**config.mk**
```make
export PLATFORM = sky130hd
export DESIGN_NAME = ram8_regbank16_flat
export DESIGN_NICKNAME = d
export VERILOG_FILES = /design/src/rtl/ram8_regbank16_if.sv /design/src/rtl/ram8_regbank16.sv /design/src/flat_wrapper.sv
export SDC_FILE = /design/constraint.sdc
export NUM_CORES = 1
export LEC_CHECK = 0
export BUFFER_PORTS_ARGS = -buffer_cell sky130_fd_sc_hd__buf_2
export CAP_MARGIN = 0
export CORE_MARGIN = 2
export CORE_UTILIZATION = 45
export DETAILED_ROUTE_END_ITERATION = 10
export HOLD_SLACK_MARGIN = 0.05
export PLACE_DENSITY = 0.63
export SETUP_SLACK_MARGIN = 0.5
export SLEW_MARGIN = 20
export SYNTH_ARGS = -nofsm -noshare
export SYNTH_HDL_FRONTEND = slang
export SYNTH_SLANG_ARGS = --single-unit
```
**constraint.sdc**
```tcl
create_clock -name clk -period 1.65 [get_ports clk]
set_clock_uncertainty 0.05 [all_clocks]
set_input_delay 0.33 -clock clk [delete_from_list [all_inputs] [get_ports clk]]
set_output_delay 0.33 -clock clk [all_outputs]
set_load 0.01 [all_outputs]
```
**src/rtl/ram8_regbank16_if.sv**
```systemverilog
// Write/read bus of the RAM8 storage stage: demux-side write port, registered read port.
interface ram8_regbank16_if #(
  parameter int unsigned WIDTH = 16
);
  logic [WIDTH-1:0] IN;
  logic [2:0]       WADDR;
  logic             LOAD;
  logic [2:0]       RADDR;
  logic             RD_EN;
  logic             CLR;
  logic [WIDTH-1:0] OUT;
  logic             OUT_VALID;
  logic [7:0]       WRITTEN;
  logic             RD_UNINIT;

  modport master (
    output IN, WADDR, LOAD, RADDR, RD_EN, CLR,
    input  OUT, OUT_VALID, WRITTEN, RD_UNINIT
  );

  modport slave (
    input  IN, WADDR, LOAD, RADDR, RD_EN, CLR,
    output OUT, OUT_VALID, WRITTEN, RD_UNINIT
  );
endinterface

```
**src/rtl/ram8_regbank16.sv**
```systemverilog
// Eight-word register bank: one write port fed by the address demux, one registered
// read port with valid flag, plus a per-word "written since reset/clear" map.
module ram8_regbank16 #(
  parameter int unsigned WIDTH  = 16,
  parameter int unsigned DEPTH  = 8,
  parameter bit          FWD_EN = 1'b1
) (
  input logic              clk,
  input logic              rst_n,
  ram8_regbank16_if.slave  bus
);

  logic [WIDTH-1:0] mem_q [DEPTH];
  logic [WIDTH-1:0] mem_d [DEPTH];
  logic [DEPTH-1:0] written_q, written_d;
  logic [WIDTH-1:0] out_q, out_d;
  logic             valid_q, valid_d;
  logic             uninit_q, uninit_d;
  logic             same_addr;

  assign same_addr = bus.LOAD && (bus.WADDR == bus.RADDR);

  always_comb begin
    mem_d     = mem_q;
    written_d = written_q;
    out_d     = out_q;
    valid_d   = 1'b0;
    uninit_d  = 1'b0;

    if (bus.CLR) begin
      for (int unsigned i = 0; i < DEPTH; i++) mem_d[i] = '0;
      written_d = '0;
    end else if (bus.LOAD) begin
      mem_d[bus.WADDR]     = bus.IN;
      written_d[bus.WADDR] = 1'b1;
    end

    // Read sees the pre-edge array; clear and forwarding override it.
    if (bus.RD_EN) begin
      valid_d = 1'b1;
      if (bus.CLR) begin
        out_d    = '0;
        uninit_d = 1'b1;
      end else if (FWD_EN && same_addr) begin
        out_d    = bus.IN;
        uninit_d = 1'b0;
      end else begin
        out_d    = mem_q[bus.RADDR];
        uninit_d = ~written_q[bus.RADDR];
      end
    end
  end

  always_ff @(posedge clk or negedge rst_n) begin
    if (!rst_n) begin
      for (int unsigned i = 0; i < DEPTH; i++) mem_q[i] <= '0;
      written_q <= '0;
      out_q     <= '0;
      valid_q   <= 1'b0;
      uninit_q  <= 1'b0;
    end else begin
      mem_q     <= mem_d;
      written_q <= written_d;
      out_q     <= out_d;
      valid_q   <= valid_d;
      uninit_q  <= uninit_d;
    end
  end

  assign bus.OUT       = out_q;
  assign bus.OUT_VALID = valid_q;
  assign bus.WRITTEN   = written_q;
  assign bus.RD_UNINIT = uninit_q;

endmodule
```
**src/flat_wrapper.sv**
```systemverilog
// flat-port wrapper written by rule: the top's interface ports become plain ports
module ram8_regbank16_flat 
#(
  parameter int unsigned WIDTH  = 16,
  parameter int unsigned DEPTH  = 8,
  parameter bit          FWD_EN = 1'b1
)
  (clk, rst_n, bus_IN, bus_WADDR, bus_LOAD, bus_RADDR, bus_RD_EN, bus_CLR, bus_OUT, bus_OUT_VALID, bus_WRITTEN, bus_RD_UNINIT);
  ram8_regbank16_if #(.WIDTH(WIDTH)) bus_i ();
  input logic clk;
  input logic rst_n;
  input wire logic [$bits(bus_i.IN)-1:0] bus_IN;
  input wire logic [$bits(bus_i.WADDR)-1:0] bus_WADDR;
  input wire logic [$bits(bus_i.LOAD)-1:0] bus_LOAD;
  input wire logic [$bits(bus_i.RADDR)-1:0] bus_RADDR;
  input wire logic [$bits(bus_i.RD_EN)-1:0] bus_RD_EN;
  input wire logic [$bits(bus_i.CLR)-1:0] bus_CLR;
  output wire logic [$bits(bus_i.OUT)-1:0] bus_OUT;
  output wire logic [$bits(bus_i.OUT_VALID)-1:0] bus_OUT_VALID;
  output wire logic [$bits(bus_i.WRITTEN)-1:0] bus_WRITTEN;
  output wire logic [$bits(bus_i.RD_UNINIT)-1:0] bus_RD_UNINIT;
  assign bus_i.IN = bus_IN;
  assign bus_i.WADDR = bus_WADDR;
  assign bus_i.LOAD = bus_LOAD;
  assign bus_i.RADDR = bus_RADDR;
  assign bus_i.RD_EN = bus_RD_EN;
  assign bus_i.CLR = bus_CLR;
  assign bus_OUT = bus_i.OUT;
  assign bus_OUT_VALID = bus_i.OUT_VALID;
  assign bus_WRITTEN = bus_i.WRITTEN;
  assign bus_RD_UNINIT = bus_i.RD_UNINIT;
  ram8_regbank16 #(.WIDTH(WIDTH), .DEPTH(DEPTH), .FWD_EN(FWD_EN)) u_core (.clk(clk), .rst_n(rst_n), .bus(bus_i));
endmodule
```
# == After elaboration in Yosys (flattened, before gate mapping) ==
# Index checks and enable logic that the tools add are counted.
# op_classes
magnitude_cmp,6
n_eq_ne,1
n_mux,20
bitwise_logic,4
n_reduce_logical,4
# ops
operator,n
$mux 128,2
$bwmux 128,1
$mux 16,5
$bmux 16 s3,1
$demux 16 s3,1
$mux 8,2
$ge 4x4->1 const B,2
$lt 3x4->1 const B,2
$not 3->4,2
$or 8x8->8,1
$mux 1,6
$lt 4x1->1 const B,1
$bmux 1 s3,1
$demux 1 s3,1
$eq 3x3->1,1
$ge 3x1->1 const B,1
$logic_and 1x1->1,3
$reduce_bool 2->1,1
$not 1->1,1
# word_totals
ff_bits,154
out_inout_bits,26
elab_cells,47

# == Depth between registers and ports, before layout ==
# Gate-level depths: netlist of run 1.
# logic_depth
depth_word,8
ltp_mapped,7
depth_no_buf,3

# == Least setup slack after synthesis of run 1 ==
# OpenSTA, ideal clock, no wires.
# synth_path
path_kind,input to register
start,in bus_RADDR[0]
end,reg u_core.out_q[10] (netlist: u_core.bus.OUT[10])
arrival_ps,1571
path_slack_ps,-57
path_stages,6
n_path_buf,3
path_cell_list,buf_4 -> xor2_1 -> or4_4 -> buf_6 -> buf_8 -> o221ai_2
# synth_between
elab_chain_cells,6
word_cells_on_any_way,8
cone_classes,eq/ne (1); mux (5); bitwise (1); reduce/logical (1)
# synth_lines
item,line,text
from (decl),flat_wrapper.sv:15,input wire logic [$bits(bus_i.RADDR)-1:0] bus_RADDR;
$not 3->4 (not written as such),ram8_regbank16.sv:48,out_d = mem_q[bus.RADDR];
$bmux 16 s3,ram8_regbank16.sv:48,
$mux 16 (not written as such) (2 in series),ram8_regbank16.sv:48,
$mux 16 (*),ram8_regbank16.sv:44,end else if (FWD_EN && same_addr) begin
$mux 16 (*),ram8_regbank16.sv:41,if (bus.CLR) begin
to (signal assigned),ram8_regbank16.sv:64,out_q <= out_d;
to (decl),ram8_regbank16.sv:16,"logic [WIDTH-1:0] out_q, out_d;"
# Every way passes the cells marked *; elsewhere a longest branch is shown, timed or not. The select of a mux whose other input is x is not followed.
# A chain may end at the register's enable or synchronous reset.

# == Worst setup path in the final report of run 1 ==
# layout_path
start,reg u_core.written_q[1] (netlist: u_core.bus.WRITTEN[1])
end,reg u_core.uninit_q (netlist: u_core.bus.RD_UNINIT)
# layout_between
elab_chain_cells,6
# layout_lines
item,line,text
from (decl),ram8_regbank16.sv:15,"logic [DEPTH-1:0] written_q, written_d;"
from (signal assigned),ram8_regbank16.sv:63,written_q <= written_d;
$bmux 1 s3,ram8_regbank16.sv:49,uninit_d = ~written_q[bus.RADDR];
$mux 1 (not written as such),ram8_regbank16.sv:49,
$not 1->1,ram8_regbank16.sv:49,
$mux 1,ram8_regbank16.sv:44,
$mux 1,ram8_regbank16.sv:41,
$mux 1,ram8_regbank16.sv:39,if (bus.RD_EN) begin
via u_core.uninit_d,ram8_regbank16.sv:18,"logic uninit_q, uninit_d;"
to (signal assigned),ram8_regbank16.sv:66,uninit_q <= uninit_d;
to (decl),ram8_regbank16.sv:18,
# The timed path passes the listed nets, and every way through them passes these cells. The select of a mux whose other input is x is not followed.

==> results of run 1 <==
[cell usage after synthesis (2+ instances only)]
| library cell | count | area, sq um |
|---|---|---|
| and4b_1 | 3 | 30.0 |
| clkbuf_1 | 47 | 176 |
| nand4b_1 | 3 | 26.3 |
| xor2_2 | 2 | 32.5 |
| nor2_1 | 16 | 60.1 |
| nand4bb_1 | 3 | 33.8 |
| buf_4 | 2 | 15.0 |
| nand2_1 | 257 | 965 |
| buf_2 | 25 | 125 |
| o221ai_2 | 10 | 150 |
| inv_1 | 17 | 63.8 |
| nand2b_1 | 16 | 100 |
| and4bb_1 | 2 | 25.0 |
| mux4_2 | 34 | 766 |
| a21oi_1 | 128 | 641 |
| dfrtp_1 | 154 | 3850 |
| mux2i_1 | 16 | 160 |
| o221ai_1 | 6 | 52.6 |
| buf_6 | 3 | 33.8 |
[logic make-up after synthesis]
group / after synthesis / share of synthesized area [%]
buf+inv: 95 / 5.75
compound gates: 147 / 11.8
flops: 154 / 51.6
simple gates: 308 / 17.7
mux: 51 / 12.5
xor+xnor: 3 / 0.553
[area by class of cell]
| type | instances | area, sq um | share of cell area (%) |
|---|---|---|---|
| clock buffers | 21 | 470 | 4.21 |
| clock inverters | 10 | 141 | 1.27 |
| inverters | 17 | 63.8 | 0.571 |
| multi-input cells | 509 | 4490 | 40.2 |
| flip-flops and latches | 154 | 3860 | 34.5 |
| well taps | 220 | 275 | 2.46 |
| repair buffers | 182 | 1880 | 16.8 |
[metal layers]
metal / GRT usage (%) / vias up
met4: 11.8 / 0
met2: 44.3 / 375
li1: - / 2808
met5: 0 / -
met3: 6.48 / 102
met1: 37.9 / 3454
[per-stage QoR]
step | power [mW] | setup slack, ns | hold WS (ns)
after floorplan | 4.46 | -0.0136 | -0.0156
after global placement | 4.80 | -0.202 | 0.242
after detailed placement | 4.82 | -0.239 | 0.249
after CTS | 9.01 | 0.231 | 0.158
after global routing | 9.47 | 0.203 | 0.208
final | 9.26 | 0.228 | 0.207
[timing repair]
| action | CTS | global route |
|---|---|---|
| pin swaps | 23 | 144 |
| cloned | 6 | 3 |
| setup buffers | 34 | 24 |
| endpoints found under the setup margin | 151 | 264 |
| hold buffers | 1 | 0 |
| gates resized for setup | 126 | 325 |
| hold endpoints to repair | 41 | 0 |
[flip-flops by register name (all words and copies together), names as in the netlist]
signal and flops:
u_core.bus.RD_UNINIT 1, u_core.bus.WRITTEN 8, u_core.mem_q 128, u_core.bus.OUT_VALID 1
u_core.bus.OUT 16
[power groups by stage]
stage | Clock (mW) | Sequential (mW) | Combinational, mW
2_1_floorplan | 0 | 3.98 | 0.483
3_3_place_gp | 0 | 3.98 | 0.816
3_5_place_dp | 0 | 3.99 | 0.836
4_1_cts | 4.08 | 3.92 | 1.01
5_1_grt | 4.22 | 3.93 | 1.32
6_report | 4.07 | 3.93 | 1.25
[path summary, 6_finish.rpt]
check | start | endpoint | slack (ns)
worst max-delay path | u_core.bus.WRITTEN[1]$_DFFE_PN0P_ | u_core.bus.RD_UNINIT$_DFF_PN0_ | 0.23
worst min register to register | u_core.bus.OUT[11]$_DFFE_PN0P_ | u_core.bus.OUT[11]$_DFFE_PN0P_ | 0.47
max in group asynchronous | rst_n | u_core.bus.OUT[3]$_DFFE_PN0P_ | 0.60
worst max register to register | u_core.bus.WRITTEN[1]$_DFFE_PN0P_ | u_core.bus.RD_UNINIT$_DFF_PN0_ | 0.23
worst min-delay path | bus_IN[4] | u_core.mem_q[84]$_DFFE_PN0P_ | 0.21
min in group asynchronous | rst_n | u_core.mem_q[106]$_DFFE_PN0P_ | 0.35
[worst max-delay path, delay by kind of cell (launching register included)]
family,cells,cell delay (ns)
mux,2,0.74
compound gates,1,0.10
flops,1,0.46
==> summary.md, run 1 <==
| Metric | Value |
|---|---|
| Status | complete, no violations |
| Post-synth EDFFs | 0 |
| Ys flop type | dfrtp_1 |
| DRT Wirelength | ~27000 microns |
| Final GP Congestion | ~0.82 |
| Synth Instances | ~760 |
| Antenna violations before repair | 0 |
| CP Class | reg2reg |
| Syn_area_per_cell | just under 10 sq um |
| Yosys cell types | 33 |
| Maxcap violations | 0 |
| Max layer used | met4 |
| DR WL/cell | between 20 and 25 microns |
| First-pass GRT wire length | 37600 microns |
| Dpl cell area | between 8000 and 9000 sq um |
| Critical path, cell by cell | mux4_2, mux2_4, o21ai_2 |
| Most frequent cells in the layout | dfrtp_1, nand2_1, a21oi_2 |
| Clock share of power | ~44% |
| Total core area | approximately 16000 sq um |
| Design area | approximately 11000 sq um |
| Met2 WL | about 13000 microns |
| Power per cell area | a little over 800 nW/um^2 |
| R2R cell count | 3 |
| Clk pin slew, worst setup/hold paths | around 0.060 ns |
| Sw Pwr | roughly 2.4 mW |
| Starting DRT DRC Count | 625 |
| CP max stage delay | around 0.47 ns |
| Fill count | roughly 1.1k |
| Hold Path Class | in2reg |
| Post-synthesis sequential area ratio | a little over 50% |
| Critical path fanouts, max | 3 |
| # diodes | 0 |
| CP max-delay cell | mux4_2 |
| Routed vias | 6739 |
| WL met3 | 2130 microns |
| TritonCTS buffer count | 17 |
| DR DRC count | 0 |
| Switching power share of the total | roughly a quarter |
| Port bufs | 52 |
| Commonest non-fill, non-tap cell in the layout | dfrtp_1 |
| Arr. time, crit path | ~1.7 ns |
| Clk sinks | 154 |
| Row count | 47 |
| Worst Path Required | a little under 2 ns |
| Critical Path Start Type | register |
| Wl on met1 | around 10000 microns |
| Clk root buf | clkbuf_16 |
| TNS Setup | 0 ns |
| Chip height | between 100 and 150 microns |
| Ratio of cells with drive above 1 in the final layout | about 60% |
| Final ANT Viol Nets | 0 |
| CTS tree | built |
| I/O Pins | 53 |
| Post-route clock period utilization | a little under nine tenths |
| Die width | ~130 microns |
| Crit path time final | ~1.4 ns |
| Layout overhead on the synthesized area | 49.6% |
| Pre-antenna DRT Iters | 5 |
| FF+latch count, synth | 154 |
| Fin util | 68.1% |
| Sequential share of power | a little over two fifths |
| Clk Latency, worst-skew pair | roughly 0.43 ns |
| Max_slew headroom | between 30% and 40% |
| F_max | between 700 and 800 MHz |
| Async S/R FF share, synth | between 90% and 100% |
| Final Max Slew Viols | 0 |
| Final std cells w/o fill | about 1.1k |
| CP endpoint kind | register |
| Largest net degree at the start of global routing | approximately 140 |
| YS warnings | 0 |
| RSZ-0062 raised after global routing | yes |
| Die area | 17600 sq um |
| Leak Pwr | roughly 5 nW |
| Comb power frac | 13.6% |
| Max VDD drop | ~0.8 mV |
| Hold Crit Depth | 3 |
| GRT Util Overall | between 20% and 30% |
| Clk buf depth | 2 |
| Inst Count DP | between 1k and 1.5k |
| Vias in the first global route | approximately 6.6k |
| Syn nets | ~790 |
| Tightest Pin Transition | 0.965 ns |
| H-tree lvl count | 4 |
| Via density per instance | roughly 6.1 |
| Fin. Hold Viols | 0 |
| Internal Pwr Total | 6.88 mW |
| Fin nets | about 910 |
| Post-Synthesis Cell Area | approximately 7500 sq um |
| Detail Placement HPWL | approximately 14000 microns |
| Total gr overflow | 0 |
| Final setup vio count | 0 |
| Initial Util | 45.5% |
(Power assumes the default switching activity.)
==> inputs of run 2 (changes only) <==
==> constraint.sdc (replaced) <==
create_clock -name clk -period 1.7 [get_ports clk]
set_clock_uncertainty 0.05 [all_clocks]
set_input_delay 0.34 -clock clk [delete_from_list [all_inputs] [get_ports clk]]
set_output_delay 0.34 -clock clk [all_outputs]
set_load 0.01 [all_outputs]
==> run 2 against run 1 <==
  * Largest cell class unchanged
  * Largest power group unchanged
  * Critical path depth did not move
  * Power decreased by 4.5%
  * Fmax is 1.9% lower
  * First-iteration DRC count increased by 52%
  * Register-to-register slack better by 0.02 ns
==> summary.md, run 2 (synthesis results as in run 1) <==
| Metric | Value |
|---|---|
| Status | complete, no violations |
| Most flops, register | u_core.mem_q |
| Max FFs per register | 128 (unchanged) |
| CP max-delay cell | mux4_2 |
| Critical Path Start Type | register |
| Antenna violations before repair | 1 (+1) |
| F_max | 690 MHz (-1.9%) |
| Die area | 17600 sq um (unchanged) |
| CTS tree | built |
| Power per cell area | 816 nW/um^2 (-1.5%) |
| Reg-to-reg critical path endpoint | u_core.bus.RD_UNINIT$_DFF_PN0_ |
| CP Class | reg2reg |
| Detail Placement HPWL | 13400 microns (-7.5%) |
| Clk root buf | clkbuf_16 |
| Busiest grt layer | met2 |
| Hold path start | bus_IN[14] |
| Pre-antenna DRT Iters | 6 (+1) |
| Vias in the first global route | 6286 (-4.1%) |
| Most frequent cells in the layout | nand2_1, dfrtp_1, a21oi_2 |
| Row count | 47 (unchanged) |
| Maxcap violations | 0 (unchanged) |
| CP endpoint kind | register |
| Hold Crit Depth | 3 (unchanged) |
| Clk Latency, worst-skew pair | 0.42 ns (about the same) |
| Tightest Pin Transition | 0.853 ns (-0.112 ns) |
| DR DRC count | 0 (unchanged) |
| GRT Util Overall | 27.4% (-0.81 points) |
| Largest net degree at the start of global routing | 138 (unchanged) |
| Arr. time, crit path | 1.75 ns (+0.02 ns) |
| R2r setup slk | 0.25 ns (+0.02 ns) |
| DR WL/cell | 24.8 microns (+2.8%) |
| Total core area | 16400 sq um (unchanged) |
| Design area | 10800 sq um (-3.0%) |
| H-tree lvl count | 4 (unchanged) |
| TNS Setup | 0 ns (unchanged) |
| Final GP Congestion | 0.792 (-3.0%) |
| Crit path time final | 1.45 ns (+0.0275 ns) |
| Critical path fanouts, max | 3 (unchanged) |
| Clk buf depth | 2 (unchanged) |
| Post-route clock period utilization | 85.3% (-0.92 points) |
| Final setup vio count | 0 (unchanged) |
| Via density per instance | 6.13 (+1.3%) |
| Total gr overflow | 0 (unchanged) |
| Worst Path Required | 2.00 ns (+0.04 ns) |
| Port bufs | 52 (unchanged) |
| Met2 Track Usage GR | 43.2% (-1.1 points) |
| Starting DRT DRC Count | 951 (+52%) |
| Hold Path Class | in2reg |
| Clk sinks | 154 (unchanged) |
| Total power draw | 8.84 mW (-4.5%) |
| First-pass GRT wire length | 36100 microns (-3.9%) |
| Fin. Hold Viols | 0 (unchanged) |
| Clk pin slew, worst setup/hold paths | 0.06 ns (about the same) |
| Max VDD drop | 0.746 mV (-7.0%) |
| Worst r2r src | u_core.bus.WRITTEN[6]$_DFFE_PN0P_ |
| Commonest non-fill, non-tap cell in the layout | nand2_1 |
| R2R cell count | 3 (unchanged) |
| Final ANT Viol Nets | 0 (unchanged) |
| GR Layer Usage met3 | 7.36% (+0.88 points) |
| Initial Util | 45.5% (unchanged) |
| Leak Pwr | 4.94 nW (-1.2%) |
| Final Max Slew Viols | 0 (unchanged) |
| Routed vias | 6695 (-0.65%) |
| DRT Wirelength | 27100 microns (+0.85%) |
| Dpl cell area | 8330 sq um (+0.21%) |
| RSZ-0062 raised after global routing | yes |
| Ratio of cells with drive above 1 in the final layout | 49.3% (-11 points) |
| Hold EP | u_core.mem_q[94]$_DFFE_PN0P_ |
| Max_slew headroom | 43.1% (+7.4 points) |
| TritonCTS buffer count | 17 (unchanged) |
| Fin nets | 887 (-2.3%) |
| Chip height | 133 microns (unchanged) |
| Die width | 133 microns (unchanged) |
| Layout overhead on the synthesized area | 45.1% |
| Critical path, cell by cell | mux4_2, mux2_4, o21ai_2 |
| I/O Pins | 53 (unchanged) |
| CP max stage delay | 0.51 ns (+0.04 ns) |
| Fin util | 66.0% (-2.1 points) |
| GR Util met1 | 35.5% (-2.4 points) |
==> run 2: cell types whose count changed in the layout (fill, tap and decap cells not counted), sizes merged <==
cell      change
buf          -27
clkbuf        +8
bufbuf        -1
clkinv        -1
clkinvlp      -1
diode         +1
inv           -1
or4           +1
==> run 2: power breakdown <==
part	internal, mW	total, mW	switching (mW)	leakage, nW
sequential	3.75	3.81	0.0612	2.13
clock	2.41	3.86	1.45	0.289
combinational	0.479	1.17	0.690	2.52
total	6.64	8.84	2.21	4.94
==> run 2: through the flow <==
step | hold slack [ns] | setup slack [ns] | instances
3_3_place_gp | 0.269 | -0.144 | 998
5_1_grt | 0.236 | 0.239 | 1092
4_1_cts | 0.182 | 0.271 | 1060
6_report | 0.231 | 0.251 | 1092
2_1_floorplan | -0.00559 | 0.0264 | 758
3_5_place_dp | 0.273 | -0.156 | 998
==> run 2: cell type report <==
cell class                 instances  area (sq um)
fill                            1096          5570
antenna                            1          2.50
clock inverter                     7           116
inverter                          17          63.8
timing repair buffer             160          1790
clock buffer                      23           478
sequential                       154          3850
tap                              220           275
multi-input combinational        510          4250
==> run 2: worst max path at each step <==
stage	start	end	slack, ns	cells after the start
after floorplan	bus_RADDR[1]	u_core.bus.OUT[10]$_DFFE_PN0P_	0.03	6
after global placement	bus_RADDR[1]	u_core.bus.OUT[10]$_DFFE_PN0P_	-0.14	5
after detailed placement	bus_RADDR[1]	u_core.bus.OUT[12]$_DFFE_PN0P_	-0.16	6
after CTS	u_core.bus.WRITTEN[6]$_DFFE_PN0P_	u_core.bus.RD_UNINIT$_DFF_PN0_	0.27	3
after global routing	u_core.bus.WRITTEN[6]$_DFFE_PN0P_	u_core.bus.RD_UNINIT$_DFF_PN0_	0.24	3
final	u_core.bus.WRITTEN[6]$_DFFE_PN0P_	u_core.bus.RD_UNINIT$_DFF_PN0_	0.25	3
==> run 2: repair_timing <==
action                                  CTS  global route
endpoints found under the setup margin  129           141
hold buffers                              1             0
pin swaps                                30           114
resized for setup                        94           230
cloned                                    7             8
setup buffers                            24            23
endpoints found under the hold margin    38             0
==> run 2: critical path: cells and delay by family (launching register included) <==
kind | cells | cell delay, ns
compound gates | 1 | 0.11
flops | 1 | 0.42
mux | 2 | 0.80
==> run 2: layer usage <==
metal	wire length, microns	vias to the layer above	share of wire (%)
met5	0	-	0
met4	1450	0	5.3
met3	2500	110	9.2
met2	13100	416	48
met1	10000	3401	37
li1	-	2768	-
==> inputs of run 3 (changes only) <==
--- a/config.mk
+++ b/config.mk
@@ -9,6 +9,7 @@
 export CAP_MARGIN = 0
 export CORE_MARGIN = 2
 export CORE_UTILIZATION = 45
+export CTS_BUF_LIST = sky130_fd_sc_hd__clkbuf_4
 export DETAILED_ROUTE_END_ITERATION = 10
 export HOLD_SLACK_MARGIN = 0.05
 export PLACE_DENSITY = 0.63
==> run 3 against run 2 <==
  * Flip-flop and latch count unchanged
  * Via count decreased by 10%
  * Sequential power barely moved
  * Register-to-register slack worse by 0.08 ns
  * Fmax decreased by 5.8%
==> summary.md, run 3 (synthesis results as in run 1) <==
| Metric | Value |
|---|---|
| Status | complete, no violations |
| Crit path time final | 1.54 ns (+0.0896 ns) |
| Clk pin slew, worst setup/hold paths | 0.12 ns (+0.06 ns) |
| Largest net degree at the start of global routing | 138 (unchanged) |
| Clk Latency, worst-skew pair | 0.54 ns (+0.12 ns) |
| Worst Path Required | 1.31 ns (-0.69 ns) |
| Final ANT Viol Nets | 0 (unchanged) |
| Power per cell area | 768 nW/um^2 (-5.9%) |
| Total gr overflow | 0 (unchanged) |
| Pre-antenna DRT Iters | 6 (unchanged) |
| DR WL/cell | 19.5 microns (-21%) |
| Via density per instance | 5.62 (-8.3%) |
| CP endpoint kind | primary output |
| Routed vias | 6023 (-10%) |
| Switching power share of the total | 25.7% (+0.73 points) |
| DR DRC count | 0 (unchanged) |
| TritonCTS buffer count | 17 (unchanged) |
| Total power draw | 6.91 mW (-22%) |
| Max FFs per register | 128 (unchanged) |
| Final Max Slew Viols | 0 (unchanged) |
| Die width | 133 microns (unchanged) |
| CTS tree | built |
| Starting DRT DRC Count | 631 (-34%) |
| Antenna violations before repair | 1 (unchanged) |
| DRT Wirelength | 20900 microns (-23%) |
| Total core area | 16400 sq um (unchanged) |
| Hold_ws | 0.120 ns (-0.112 ns) |
| Chip height | 133 microns (unchanged) |
| Max_slew headroom | 58.6% (+15 points) |
| Post-route clock period utilization | 90.5% (+5.3 points) |
| Vias in the first global route | 6006 (-4.5%) |
| Final GP Congestion | 0.792 (unchanged) |
| Critical Path Start Type | register |
| Clk sinks | 154 (unchanged) |
| Most frequent cells in the layout | nand2_1, dfrtp_1, a21oi_1 |
| Worst Path Buf+Inv | 1 (+1) |
| Row count | 47 (unchanged) |
| RSZ-0062 raised after global routing | yes |
| Arr. time, crit path | 1.15 ns (-0.60 ns) |
| Final setup vio count | 0 (unchanged) |
| Clk root buf | clkbuf_4 |
| Critical path fanouts, max | 2 (-1) |
| FF+latch area | 3850 sq um (unchanged) |
| Most flops, register | u_core.mem_q |
| Area of the multi-input gates | 3270 sq um (-23%) |
| Commonest non-fill, non-tap cell in the layout | nand2_1 |
| Port bufs | 52 (unchanged) |
| Detail Placement HPWL | 13400 microns (unchanged) |
| Initial Util | 45.5% (unchanged) |
| Fin. Hold Viols | 0 (unchanged) |
| F_max | 650 MHz (-5.8%) |
| Die area | 17600 sq um (unchanged) |
| Ratio of cells with drive above 1 in the final layout | 24.5% (-25 points) |
| Sequential share of power | 54.9% (+12 points) |
| CP max stage delay | 0.45 ns (-0.06 ns) |
| Fin nets | 866 (-2.4%) |
| TNS Setup | 0 ns (unchanged) |
| Max VDD drop | 0.382 mV (-49%) |
| Comb power frac | 12.6% (-0.6 points) |
| First-pass GRT wire length | 33400 microns (-7.7%) |
| CP max-delay cell | dfrtp_1 |
| CP Class | reg2out |
| Fill count | 1415 (+29%) |
| Delay-heaviest family, CP | flip-flops |
| H-tree lvl count | 4 (unchanged) |
| I/O Pins | 53 (unchanged) |
| Hold Path Class | in2reg |
| Layout overhead on the synthesized area | 20.5% |
| Critical path, cell by cell | buf_2 |
| Leak Pwr | 3.94 nW (-20%) |
| Internal Pwr Total | 5.14 mW (-23%) |
| GRT Util Overall | 24.8% (-2.6 points) |
| Clock share of power | 32.5% (-11 points) |
| Sw Pwr | 1.78 mW (-20%) |
| Maxcap violations | 0 (unchanged) |
| Clk buf depth | 2 (unchanged) |
| Tightest Pin Transition | 0.621 ns (-0.232 ns) |
[run 3: metrics by stage]
stage / worst slack [ns] / area (sq um) / cells / util (%)
floorplan: 0.0264 / 7720 / 758 / -
global placement: -0.144 / 8330 / 998 / 50.7
detailed placement: -0.156 / 8330 / 998 / 50.7
CTS: 0.133 / 8910 / 1061 / 54.3
global route: 0.101 / 9000 / 1071 / 54.9
finish: 0.161 / 9000 / 1071 / 54.9
[run 3: area by class of cell]
class	count	share of cell area [%]
Sequential cell	154	42.8
Clock buffer	20	1.67
Multi-Input combinational cell	509	36.3
Inverter	17	0.709
Timing Repair Buffer	140	14.0
Clock inverter	10	1.42
Tap cell	220	3.06
Antenna cell	1	0.0278
[run 3: path summary, 6_finish.rpt]
check                                                 end  slack (ns)                         startpoint  cells after the start
setup / recovery                               bus_OUT[5]        0.16      u_core.bus.OUT[5]$_DFFE_PN0P_                      1
hold / removal             u_core.bus.OUT_VALID$_DFF_PN0_        0.12                          bus_RD_EN                      2
setup reg to reg           u_core.bus.RD_UNINIT$_DFF_PN0_        0.17  u_core.bus.WRITTEN[0]$_DFFE_PN0P_                      4
hold reg to reg             u_core.bus.OUT[3]$_DFFE_PN0P_        0.47      u_core.bus.OUT[3]$_DFFE_PN0P_                      2
max in group asynchronous    u_core.mem_q[68]$_DFFE_PN0P_        0.77                              rst_n                      3
min in group asynchronous   u_core.mem_q[105]$_DFFE_PN0P_        0.25                              rst_n                      2
[run 3: metal layers]
layer / vias to the layer above / track usage, % / wire, microns
met5: - / 0 / 0
met4: 0 / 8.84 / 508
met3: 43 / 5.40 / 1400
met2: 249 / 39.3 / 10200
met1: 3018 / 33.8 / 8790
li1: 2713 / - / -
[run 3: timing repair]
| action | in CTS | in global routing |
|---|---|---|
| setup buffers | 16 | 9 |
| endpoints found under the hold margin | 261 | 0 |
| endpoints found under the setup margin | 43 | 43 |
| pin swaps | 0 | 1 |
| hold buffers | 17 | 0 |
| resized for setup | 5 | 5 |
| cloned | 0 | 0 |
[run 3: power by group through the flow]
stage | clock network (mW) | registers (mW) | logic (mW)
after global routing | 2.47 | 3.81 | 0.940
after CTS | 2.30 | 3.79 | 0.858
after floorplan | 0 | 3.86 | 0.469
after global placement | 0 | 3.86 | 0.782
final | 2.25 | 3.80 | 0.868
after detailed placement | 0 | 3.87 | 0.802
